--- src/rtl/ram_stream_reader_pkg.sv ---
// ============================================================================
// ram_stream_reader_pkg : shared encodings and sizing for the matrix RAM clients
// Rev 1.0
// ============================================================================
`default_nettype none

package ram_stream_reader_pkg;

    typedef enum logic [1:0] {
        ST_IDLE  = 2'd0,
        ST_READ  = 2'd1,
        ST_DRAIN = 2'd2
    } rd_state_e;

    localparam int FIFO_DEPTH = 4;

    // Address port width of the matrix RAM for a given ADDR_LEN.
    function automatic int ram_addr_w(input int addr_len);
        return addr_len + 2;
    endfunction

endpackage

`default_nettype wire

--- src/rtl/ram_rd_fifo.sv ---
// ============================================================================
// ram_rd_fifo : small synchronous FIFO with occupancy count, no bypass path
// Rev 1.0
// ============================================================================
`default_nettype none

module ram_rd_fifo
    import ram_stream_reader_pkg::*;
#(
    parameter int WIDTH = 9,
    parameter int DEPTH = FIFO_DEPTH
) (
    input  logic                           CLK,
    input  logic                           RST,
    input  logic                           push_i,
    input  logic [WIDTH-1:0]               push_data_i,
    input  logic                           pop_i,
    output logic [WIDTH-1:0]               head_o,
    output logic [$clog2(DEPTH+1)-1:0]     count_o
);

    localparam int PW   = $clog2(DEPTH);
    localparam int CNTW = $clog2(DEPTH + 1);

    logic [WIDTH-1:0] mem_q [DEPTH];
    logic [PW-1:0]    wr_ptr_q;
    logic [PW-1:0]    rd_ptr_q;
    logic [CNTW-1:0]  count_q;
    logic             do_push_w;
    logic             do_pop_w;

    // A pop in the same cycle frees the slot a push into a full FIFO needs.
    assign do_pop_w  = pop_i && (count_q != '0);
    assign do_push_w = push_i && ((count_q != CNTW'(DEPTH)) || do_pop_w);

    always_ff @(posedge CLK) begin
        if (RST) begin
            wr_ptr_q <= '0;
            rd_ptr_q <= '0;
            count_q  <= '0;
            for (int i = 0; i < DEPTH; i++) begin
                mem_q[i] <= '0;
            end
        end else begin
            if (do_push_w) begin
                mem_q[wr_ptr_q] <= push_data_i;
                wr_ptr_q        <= wr_ptr_q + PW'(1);
            end
            if (do_pop_w) begin
                rd_ptr_q <= rd_ptr_q + PW'(1);
            end
            case ({do_push_w, do_pop_w})
                2'b10:   count_q <= count_q + CNTW'(1);
                2'b01:   count_q <= count_q - CNTW'(1);
                default: count_q <= count_q;
            endcase
        end
    end

    assign head_o  = mem_q[rd_ptr_q];
    assign count_o = count_q;

endmodule

`default_nettype wire

--- src/rtl/ram_stream_reader.sv ---
// ============================================================================
// ram_stream_reader : walks a (base, length) range of the matrix RAM and
// streams the words out on a valid/ready interface with backpressure.
// Rev 1.0
// ============================================================================
`default_nettype none

module ram_stream_reader
    import ram_stream_reader_pkg::*;
#(
    parameter int ADDR_LEN = 6,
    parameter int DATA_LEN = 8
) (
    input  logic                  CLK,
    input  logic                  RST,
    input  logic                  start,
    input  logic [ADDR_LEN+1:0]   base_addr,
    input  logic [ADDR_LEN+1:0]   length,
    output logic                  busy,
    output logic                  done,
    output logic [ADDR_LEN+1:0]   rd_addr,
    input  logic [DATA_LEN-1:0]   ram_q,
    output logic [DATA_LEN-1:0]   m_data,
    output logic                  m_valid,
    input  logic                  m_ready,
    output logic                  m_last
);

    localparam int AW   = ram_addr_w(ADDR_LEN);
    localparam int CW   = ADDR_LEN + 1;
    localparam int CNTW = $clog2(FIFO_DEPTH + 1);
    localparam int OCCW = CNTW + 1;

    rd_state_e         state_q, state_d;
    logic [CW-1:0]     addr_q, addr_d;
    logic [AW-1:0]     rem_q, rem_d;
    logic [AW-1:0]     rd_addr_q, rd_addr_d;
    logic              done_q, done_d;
    logic              v1_q, v2_q;
    logic              last1_q, last2_q;

    logic [DATA_LEN:0] fifo_head_w;
    logic [CNTW-1:0]   fifo_count_w;
    logic [OCCW-1:0]   occ_w;
    logic              pop_w;
    logic              slot_ok_w;
    logic              issue_w;
    logic              issue_last_w;
    logic              unused_base_msb_w;

    assign unused_base_msb_w = base_addr[AW-1];

    assign m_valid = (fifo_count_w != '0);
    assign pop_w   = m_valid && m_ready;

    // Words in the FIFO plus reads still in the RAM pipe must never exceed the depth.
    assign occ_w        = {1'b0, fifo_count_w} + OCCW'(v1_q) + OCCW'(v2_q);
    assign slot_ok_w    = occ_w < (OCCW'(FIFO_DEPTH) + OCCW'(pop_w));
    assign issue_w      = (state_q == ST_READ) && (rem_q != '0) && slot_ok_w;
    assign issue_last_w = issue_w && (rem_q == AW'(1));

    always_comb begin
        state_d   = state_q;
        addr_d    = addr_q;
        rem_d     = rem_q;
        rd_addr_d = rd_addr_q;
        done_d    = 1'b0;
        case (state_q)
            ST_IDLE: begin
                if (start) begin
                    if (length == '0) begin
                        done_d = 1'b1;
                    end else begin
                        state_d = ST_READ;
                        addr_d  = base_addr[CW-1:0];
                        rem_d   = length;
                    end
                end
            end
            ST_READ: begin
                if (issue_w) begin
                    rd_addr_d = {1'b0, addr_q};
                    addr_d    = addr_q + CW'(1);
                    rem_d     = rem_q - AW'(1);
                    if (issue_last_w) begin
                        state_d = ST_DRAIN;
                    end
                end
            end
            ST_DRAIN: begin
                if (pop_w && fifo_head_w[DATA_LEN]) begin
                    state_d = ST_IDLE;
                    done_d  = 1'b1;
                end
            end
            default: begin
                state_d = ST_IDLE;
            end
        endcase
    end

    always_ff @(posedge CLK) begin
        if (RST) begin
            state_q   <= ST_IDLE;
            addr_q    <= '0;
            rem_q     <= '0;
            rd_addr_q <= '0;
            done_q    <= 1'b0;
            v1_q      <= 1'b0;
            v2_q      <= 1'b0;
            last1_q   <= 1'b0;
            last2_q   <= 1'b0;
        end else begin
            state_q   <= state_d;
            addr_q    <= addr_d;
            rem_q     <= rem_d;
            rd_addr_q <= rd_addr_d;
            done_q    <= done_d;
            v1_q      <= issue_w;
            last1_q   <= issue_last_w;
            v2_q      <= v1_q;
            last2_q   <= last1_q;
        end
    end

    ram_rd_fifo #(
        .WIDTH (DATA_LEN + 1),
        .DEPTH (FIFO_DEPTH)
    ) u_fifo (
        .CLK         (CLK),
        .RST         (RST),
        .push_i      (v2_q),
        .push_data_i ({last2_q, ram_q}),
        .pop_i       (pop_w),
        .head_o      (fifo_head_w),
        .count_o     (fifo_count_w)
    );

    assign busy    = (state_q != ST_IDLE);
    assign done    = done_q;
    assign rd_addr = rd_addr_q;
    assign m_data  = fifo_head_w[DATA_LEN-1:0];
    assign m_last  = fifo_head_w[DATA_LEN];

endmodule

`default_nettype wire

--- config.mk ---
export PLATFORM = sky130hd
export DESIGN_NAME = ram_stream_reader
export DESIGN_NICKNAME = d
export VERILOG_FILES = /design/src/rtl/ram_stream_reader_pkg.sv /design/src/rtl/ram_rd_fifo.sv /design/src/rtl/ram_stream_reader.sv
export SDC_FILE = /design/constraint.sdc
export NUM_CORES = 1
export LEC_CHECK = 0
export BUFFER_PORTS_ARGS = -buffer_cell sky130_fd_sc_hd__buf_2
export CAP_MARGIN = 20
export CORE_MARGIN = 1
export CORE_UTILIZATION = 54
export CTS_BUF_LIST = sky130_fd_sc_hd__clkbuf_8
export CTS_CLUSTER_DIAMETER = 40
export DETAILED_ROUTE_END_ITERATION = 6
export PLACE_DENSITY = 0.79
export RECOVER_POWER = 50
export SLEW_MARGIN = 10
export SYNTH_ARGS = -nofsm -noshare
export SYNTH_HDL_FRONTEND = slang
export SYNTH_SLANG_ARGS = --single-unit
--- constraint.sdc ---
create_clock -name CLK -period 2.4 [get_ports CLK]
set_input_delay 0 -clock CLK [delete_from_list [all_inputs] [get_ports CLK]]
set_output_delay 0 -clock CLK [all_outputs]
set_load 0.01 [all_outputs]
==> results of run 1 <==
[area by class of cell]
| cell class | count | share of cell area [%] |
|---|---|---|
| multi-input combinational | 220 | 36.38 |
| clock buffer | 9 | 2.960 |
| clock inverter | 7 | 2.003 |
| tap | 77 | 2.302 |
| sequential | 74 | 44.01 |
| timing repair buffer | 74 | 10.46 |
| inverter | 21 | 1.883 |
[cell usage after synthesis, types with 7 or more instances]
master / instances / share of area (%)
sky130_fd_sc_hd__mux4_2: 9 / 5.7
sky130_fd_sc_hd__nor2_1: 49 / 5.2
sky130_fd_sc_hd__edfxtp_1: 36 / 31
sky130_fd_sc_hd__nand3_1: 7 / 0.99
sky130_fd_sc_hd__inv_1: 21 / 2.2
sky130_fd_sc_hd__mux2i_1: 7 / 2.0
sky130_fd_sc_hd__o21ai_0: 7 / 0.99
sky130_fd_sc_hd__o21ai_1: 8 / 1.1
sky130_fd_sc_hd__dfxtp_1: 38 / 22
sky130_fd_sc_hd__clkbuf_1: 10 / 1.1
sky130_fd_sc_hd__a21oi_1: 22 / 3.1
sky130_fd_sc_hd__and2_1: 9 / 1.6
sky130_fd_sc_hd__nand2_1: 31 / 3.3
[per-stage QoR]
stage / cells / area (sq um) / setup slack (ns)
floorplan: 331 / 3532 / 0.1123
global placement: 449 / 3856 / 0.1815
detailed placement: 449 / 3856 / 0.1252
CTS: 480 / 4214 / 0.08773
global route: 482 / 4185 / 0.02845
finish: 482 / 4185 / 0.1683
[routing by layer]
layer  wire length, um  up-vias
met3               326       20
met5                 0        -
met4               199        0
li1                  -     1300
met1              3220     1274
met2              3675       82
[worst max-delay path: stages, from the launching register on]
cell	delay, ns
sky130_fd_sc_hd__dfxtp_1	0.34
sky130_fd_sc_hd__inv_1	0.10
sky130_fd_sc_hd__fa_1	0.44
sky130_fd_sc_hd__inv_1	0.08
sky130_fd_sc_hd__ha_1	0.22
sky130_fd_sc_hd__inv_1	0.09
sky130_fd_sc_hd__a31oi_4	0.11
sky130_fd_sc_hd__o31ai_4	0.25
sky130_fd_sc_hd__buf_4	0.20
sky130_fd_sc_hd__nor2_1	0.06
sky130_fd_sc_hd__a22o_1	0.25
[kinds of logic after synthesis]
family                   synth area share [%]
AO/OA/AOI/OAI                           12.86
XOR/XNOR                                1.736
adder cells (fa/ha/maj)                 3.259
buffers and inverters                   4.711
flip-flops                              52.14
multiplexers                            7.722
other                                  0.1062
AND/OR/NAND/NOR                         17.46
[worst paths after layout]
check,from,end,cells past startpoint,slack [ns]
worst max-delay path,u_fifo.count_o[0],rem_q[0],10,0.17
worst min-delay path,length[1],rem_q[1],3,0.01
worst max register to register,u_fifo.count_o[0],rem_q[0],10,0.17
worst min register to register,last1_q,last2_q,1,0.45
[state kept, by name (all words and copies together), names as in the netlist, named ones only]
name / flops
v2_q: 1
u_fifo.wr_ptr_q: 2
u_fifo.mem_q: 36
last1_q: 1
u_fifo.rd_ptr_q: 2
done: 1
u_fifo.count_o: 3
last2_q: 1
state_q: 2
addr_q: 7
rd_addr: 7
v1_q: 1
rem_q: 8
[power by group through the flow]
stage               combinational (mW)  clock [mW]  sequential, mW
CTS                              0.569        1.02            1.46
detailed placement               0.548           0            1.49
global route                     0.631        1.07            1.47
floorplan                        0.406           0            1.48
global placement                 0.534           0            1.49
finish                           0.573        1.01            1.46
[timing repair]
| item | 4_1_cts | 5_1_grt |
|---|---|---|
| resized for setup | 0 | 2 |
| hold buffers | 15 | 0 |
| endpoints found under the hold margin | 24 | 0 |
| buffers inserted | 0 | 1 |
| setup endpoints to repair | 0 | 6 |
[cells in the final DEF, fill, tap and decap left out, types with 7 or more instances in the layout]
| cell | count |
|---|---|
| sky130_fd_sc_hd__o21ai_1 | 8 |
| sky130_fd_sc_hd__clkbuf_1 | 25 |
| sky130_fd_sc_hd__clkbuf_8 | 9 |
| sky130_fd_sc_hd__nand2_1 | 31 |
| sky130_fd_sc_hd__dlygate4sd3_1 | 15 |
| sky130_fd_sc_hd__and2_1 | 8 |
| sky130_fd_sc_hd__nand3_1 | 7 |
| sky130_fd_sc_hd__dfxtp_1 | 38 |
| sky130_fd_sc_hd__mux2i_1 | 7 |
| sky130_fd_sc_hd__buf_4 | 7 |
| sky130_fd_sc_hd__buf_2 | 26 |
| sky130_fd_sc_hd__inv_1 | 21 |
| sky130_fd_sc_hd__edfxtp_1 | 36 |
| sky130_fd_sc_hd__mux4_2 | 9 |
| sky130_fd_sc_hd__o21ai_0 | 7 |
| sky130_fd_sc_hd__nor2_1 | 49 |
| sky130_fd_sc_hd__a21oi_1 | 22 |
==> reports/results.txt, run 1 <==
In this run switching power makes up 29.42% of total power. The run finished with clean final reports. The first routing iteration left 113 violations. The area of all sequential standard cells is 1842 sq um, and the number of hold-slack violations in the final timing report is 0. The power density normalized to cell area is 727.1 nW/um^2, and the register area share after synthesis is 52.14%. The number of DRC violations after detailed routing is 0, and the cell count after synthesis is 331. For this design the top-level I/O count stands at 48. Global routing consumed, on the met3 layer, 3.976% of the routing resources. For the achievable frequency, the log shows 0.4481 GHz.

The run gives 33.1% as the clock share of power. The last weighted congestion value of the routability-driven placer is 0.8274, and the fraction of the cycle the final worst path needs is 92.99%. Worst hold path class: in -> reg. The kind of launch point of the worst setup path is a flip-flop. For this run, the detailed router's first-pass iteration total came to 5.

Global routing used 22.22% of the available tracks. The fraction of layout instances using a drive strength above 1 is 18.27%, and the number of unique standard cell types used by synthesis is 55. The total half-perimeter wirelength after legalization and detailed placement came out at 4835 um. The setup path with the least slack is of type reg -> reg.

Summed over all layers, the routed wires come to 7421 um. Of all nets on the critical path, the largest fanout is 5. The share of total power dissipated in combinational logic is 18.8%.

The vias per cell came out at 5.552. After global routing the overflow that remains totals 0. The tools report the number of max-cap violations as 0. The run gives 3.043 mW as the total power draw. Total core area: 6314 sq um.

The initial core utilization is 55.95%, and the synthesis-stage register bit count is 74. The multi-input combinational cells in the finished layout cover a total of 1523 sq um. The clock-pin slew of the registers on the worst-case setup and hold paths is 0.08 ns.

The die is 82.88 um tall. The clock passes through at most 2 buffers. The logs give 0.008520 ns for the post-route clock skew and 11,880 um for the global-route wire length before repair. At the worst endpoint, the arrival time is 2.47 ns.

TritonCTS built the clock tree. The mapped netlist covers 3532 sq um. After synthesis, the share of flip-flops with an asynchronous set or reset is 0%.

The routed layout has 2,676 vias. The cell sitting at the root of the clock tree is a sky130_fd_sc_hd__clkbuf_8. The run gives 0 as the number of max-slew violations in the final report. Setup repair after global routing left no endpoint under its margin. The transition time at the pin with the least slew margin works out to 0.8254 ns. The x dimension of the die is 82.88 um, and the count of antenna-violating nets left after detailed routing is 0.

Sequential cells account for 48.1% of the total power. When the netlist entered floorplanning its net count stood at 367. The logs give 36.29% for the routing usage on met2 and 9 for the number of buffers created by CTS.

The run gives 0 as the number of warnings printed during yosys synthesis. Fill cells in the final layout number 515. The final design utilization is 66.29%, and the number of antenna violations at the first check in global routing is 0.

The run gives 0.35 ns as the source-to-sink clock delay at the later pin of the worst-skew pair. The final-layout worst hold slack is 0.01477 ns, and the data required time at the worst endpoint is 2.64 ns. After routing, the total negative slack on setup checks comes to 0 ns. Setup violations remaining at the end of the flow were counted as 0.

The layout-stage area growth over the synthesis result was 18.49%. The peak supply drop is 473.7 uV, and the overall die area is 6868 sq um. Among all flip-flop cells after synthesis, the most frequent one is sky130_fd_sc_hd__dfxtp_1. The tools report the switching power summed over all nets as 0.8952 mW.

Port buffering added 45 buffers. The average footprint of a synthesized cell was 10.67 sq um; the post-layout net count was 436. Yosys mapped a number of flops with a built-in enable equal to 36. The number of global-route vias before repair was 2,517. Entering global routing, the biggest net connects 38 pins. The clock tree synthesis step divided the H-tree into 3 levels. After layout, the minimum clock period comes to 2.232 ns. The analysis attributes to cell leakage a power of 1.650 nW.

The worst setup path is captured at a flip-flop. The clock drives 74 sinks. The internal power of the cells totals 2.148 mW. Row generation in the floorplan step produced 29 rows. The met1 usage in global routing came out at 28.26%. The routed wirelength normalized by instance count came out at 15.40 um. The global routing stage identified its most utilized layer as met2. 0 antenna diodes ended up in the layout.

Measured against its own limit, the worst slew margin works out to 44.97%.
Note: power is estimated with default switching activity, not from simulation.
==> run 2: changes to the inputs <==
- clock period: 2.4 -> 1.9 ns (I/O delays scaled with it)
==> run 2 against run 1 <==
  * The run now ends with negative setup slack left
  * Clock power up 29%
  * Sequential share of layout area down 3.2 points
  * Core utilization up 5.5 points
  * Design area up 8.3%
  * Critical endpoint is now u_fifo.count_o[2]
==> reports/results.txt, run 2 (synthesized netlist as in run 1, its figures left out) <==
The post-layout net count was 460; the clock-pin slew of the registers on the worst-case setup and hold paths was 0.08 ns. In the final layout, the registers with the most flip-flops are u_fifo.mem_q (36), rem_q (8). For the pin with the worst max-slew slack, the measured transition is 0.6181 ns. For this design the static power due to leakage is 1.836 nW.

Entering global routing, the biggest net connects 38 pins. For this run the aggregate overflow at the end of global routing stands at 0. The number of global-route vias before repair was 2,836; the path depth of the worst reg2reg path was 7.

Relative to the synthesized area, the layout overhead comes to 28.30%. The routed design uses 4443 um of met2 wire. For this block, the routed nets add up to 8526 um of wire. The tools report the number of DRC violations after detailed routing as 0.

The path with the worst hold slack has its endpoint at addr_q[4]. The start-to-end type of the worst setup path was reg -> reg. The tools report the wire length the detailed router placed on met1 as 3281 um. For the worst path arrival time, the log shows 2.36 ns.

In the layout the commonest cells are sky130_fd_sc_hd__nor2_1, sky130_fd_sc_hd__buf_2, sky130_fd_sc_hd__edfxtp_1. Adding up every negative setup slack in the final design gives -2.025 ns. The tools report the TritonCTS sink count as 74.

The worst hold path belongs to the class in -> reg. After filler insertion, the fill cell instance count of the layout stands at 445. Kind of launch point of the worst setup path: a flip-flop.

Leaving out fill and tap cells, the most frequent cell in the layout is sky130_fd_sc_hd__nor2_1. Height of the die: 82.88 um. The clock tree synthesis step divided the H-tree into 3 levels. The fraction of the cycle the final worst path needs works out to 108.5%. For this configuration, the core starts out at a cell density of 55.95%. The number of detailed-route iterations in the first pass came out at 4.

The flip-flop count of the largest register, all copies and words added was 36; the number of max-slew violations in the final report was 0. The flow ran to the end, but the final reports show violations. The worst reg-to-reg setup slack was -0.16 ns. u_fifo.mem_q holds more flip-flops than any other register. The cell sitting at the root of the clock tree is a sky130_fd_sc_hd__clkbuf_8.

The floorplan has 29 rows. The tools report the post-route clock skew as 0.009158 ns. The tools report the number of hold-slack violations in the final timing report as 0. In this run the power density over the cells is 892.1 nW/um^2. Headroom to the max-slew limit came out at 58.41%.

The last weighted congestion value of the routability-driven placer is 0.8430. Across the VDD grid, the largest voltage drop is 593.9 uV. In the final layout, flip-flops and latches occupy 1849 sq um. In this run the remaining antenna-violating nets after routing total 0. The critical-path maximum fanout was 3. The number of max-cap violations is 0. The source-to-sink clock delay at the later pin of the worst-skew pair was 0.37 ns.

TritonCTS built the clock tree. Worst setup margin: -0.1612 ns. Detailed placement finished with a half-perimeter wire length of 5206 um.

The worst hold path begins at base_addr[4]. The fraction of layout instances using a drive strength above 1 came out at 34.03%. The die covers 6868 sq um.

In this run the deepest clock path goes through 2 buffers. The vias per cell works out to 5.587. Number of buffers created by CTS: 9. At the worst endpoint, the required time is 2.20 ns. The die is 82.88 um wide. The final reports fail on negative setup slack. Capturing point of the worst reg2reg path: u_fifo.count_o[2]. Based on the critical path, the design can be clocked at up to 0.4852 GHz.

For the total core area, the log shows 6314 sq um. For this design the top-level I/O count stands at 48. Setup violations remaining at the end of the flow were counted as 26. The DRC violation total after the first TritonRoute iteration was 137.

The final critical-path required period is 2.061 ns. The number of antenna diodes in the final layout is 0. The length of routed met3 wiring was 580 um; the multi-input gate area in the final layout was 1658 sq um. Final hold analysis gives a worst-case slack of 0.005750 ns. The number of cells on the worst hold path is 3. Highest layer used for signal routing: met4.

The launching point of the worst reg2reg path was u_fifo.count_o[0]. The count of buffers inserted at the top-level ports was 45; the aggregate global-route resource usage was 26.05%. In the final routed layout, each cell accounts on average for 16.85 um. Across all layers, the routed design uses 2,827 vias. The first global-routing pass estimated 13,520 um of wire.

STA classifies the critical path endpoint as a flip-flop. The number of antenna violations at the first check in global routing is 0. Setup repair after global routing could not meet its margin everywhere.
==> run 2: what timing repair did <==
item                       in CTS  in global routing
setup buffers                   3                  2
pin swaps                      13                  7
hold buffers                   16                  0
setup endpoints to repair      28                 28
gates resized for setup        22                  9
gates cloned                    2                  0
hold endpoints to repair       28                  0
==> run 2: critical path, cell delays in order, from the launching register on <==
cell	delay (ns)
sky130_fd_sc_hd__dfxtp_4	0.37
sky130_fd_sc_hd__o41ai_4	0.39
sky130_fd_sc_hd__ha_2	0.25
sky130_fd_sc_hd__inv_2	0.04
sky130_fd_sc_hd__fa_2	0.33
sky130_fd_sc_hd__xor2_1	0.15
sky130_fd_sc_hd__or3_1	0.34
sky130_fd_sc_hd__a21oi_2	0.13
==> run 2: area by class of cell <==
type                    instances  share of cell area, %
clock inverters                 7                  1.795
well taps                      77                  2.126
clock buffers                   9                  2.733
multi-input cells             222                  36.58
repair buffers                 96                  14.22
inverters                      21                  1.739
flip-flops and latches         74                  40.81
==> run 2: how the worst max path moves through the flow <==
stage / from / endpoint
CTS: u_fifo.count_o[0] / rd_addr[1]
floorplan: u_fifo.count_o[0] / u_fifo.count_o[2]
global placement: u_fifo.count_o[0] / u_fifo.count_o[2]
detailed placement: v1_q / state_q[1]
global route: u_fifo.count_o[0] / u_fifo.count_o[2]
finish: u_fifo.count_o[0] / u_fifo.count_o[2]
==> run 2: routing by layer <==
metal / up-vias / track usage [%]
met3: 20 / 7.256
met2: 100 / 45.31
met5: - / 0
met1: 1347 / 29.47
li1: 1360 / -
met4: 0 / 12.54
==> run 2: where the power goes <==
| group | switching [mW] | internal (mW) |
|---|---|---|
| logic | 0.473 | 0.414 |
| clock network | 0.674 | 0.627 |
| registers | 0.0817 | 1.77 |
| total | 1.23 | 2.81 |
==> run 2: per-stage QoR <==
stage	power, mW	setup slack, ns	cell area, sq um	instances	utilization, %
after detailed placement	2.650	-0.1825	4021	467	63.69
after CTS	4.030	-0.1227	4502	504	71.30
final	4.043	-0.1612	4532	506	71.78
after floorplan	2.407	-0.2077	3566	331	-
after global placement	2.627	-0.09545	4021	467	63.69
after global routing	4.211	-0.2297	4532	506	71.78
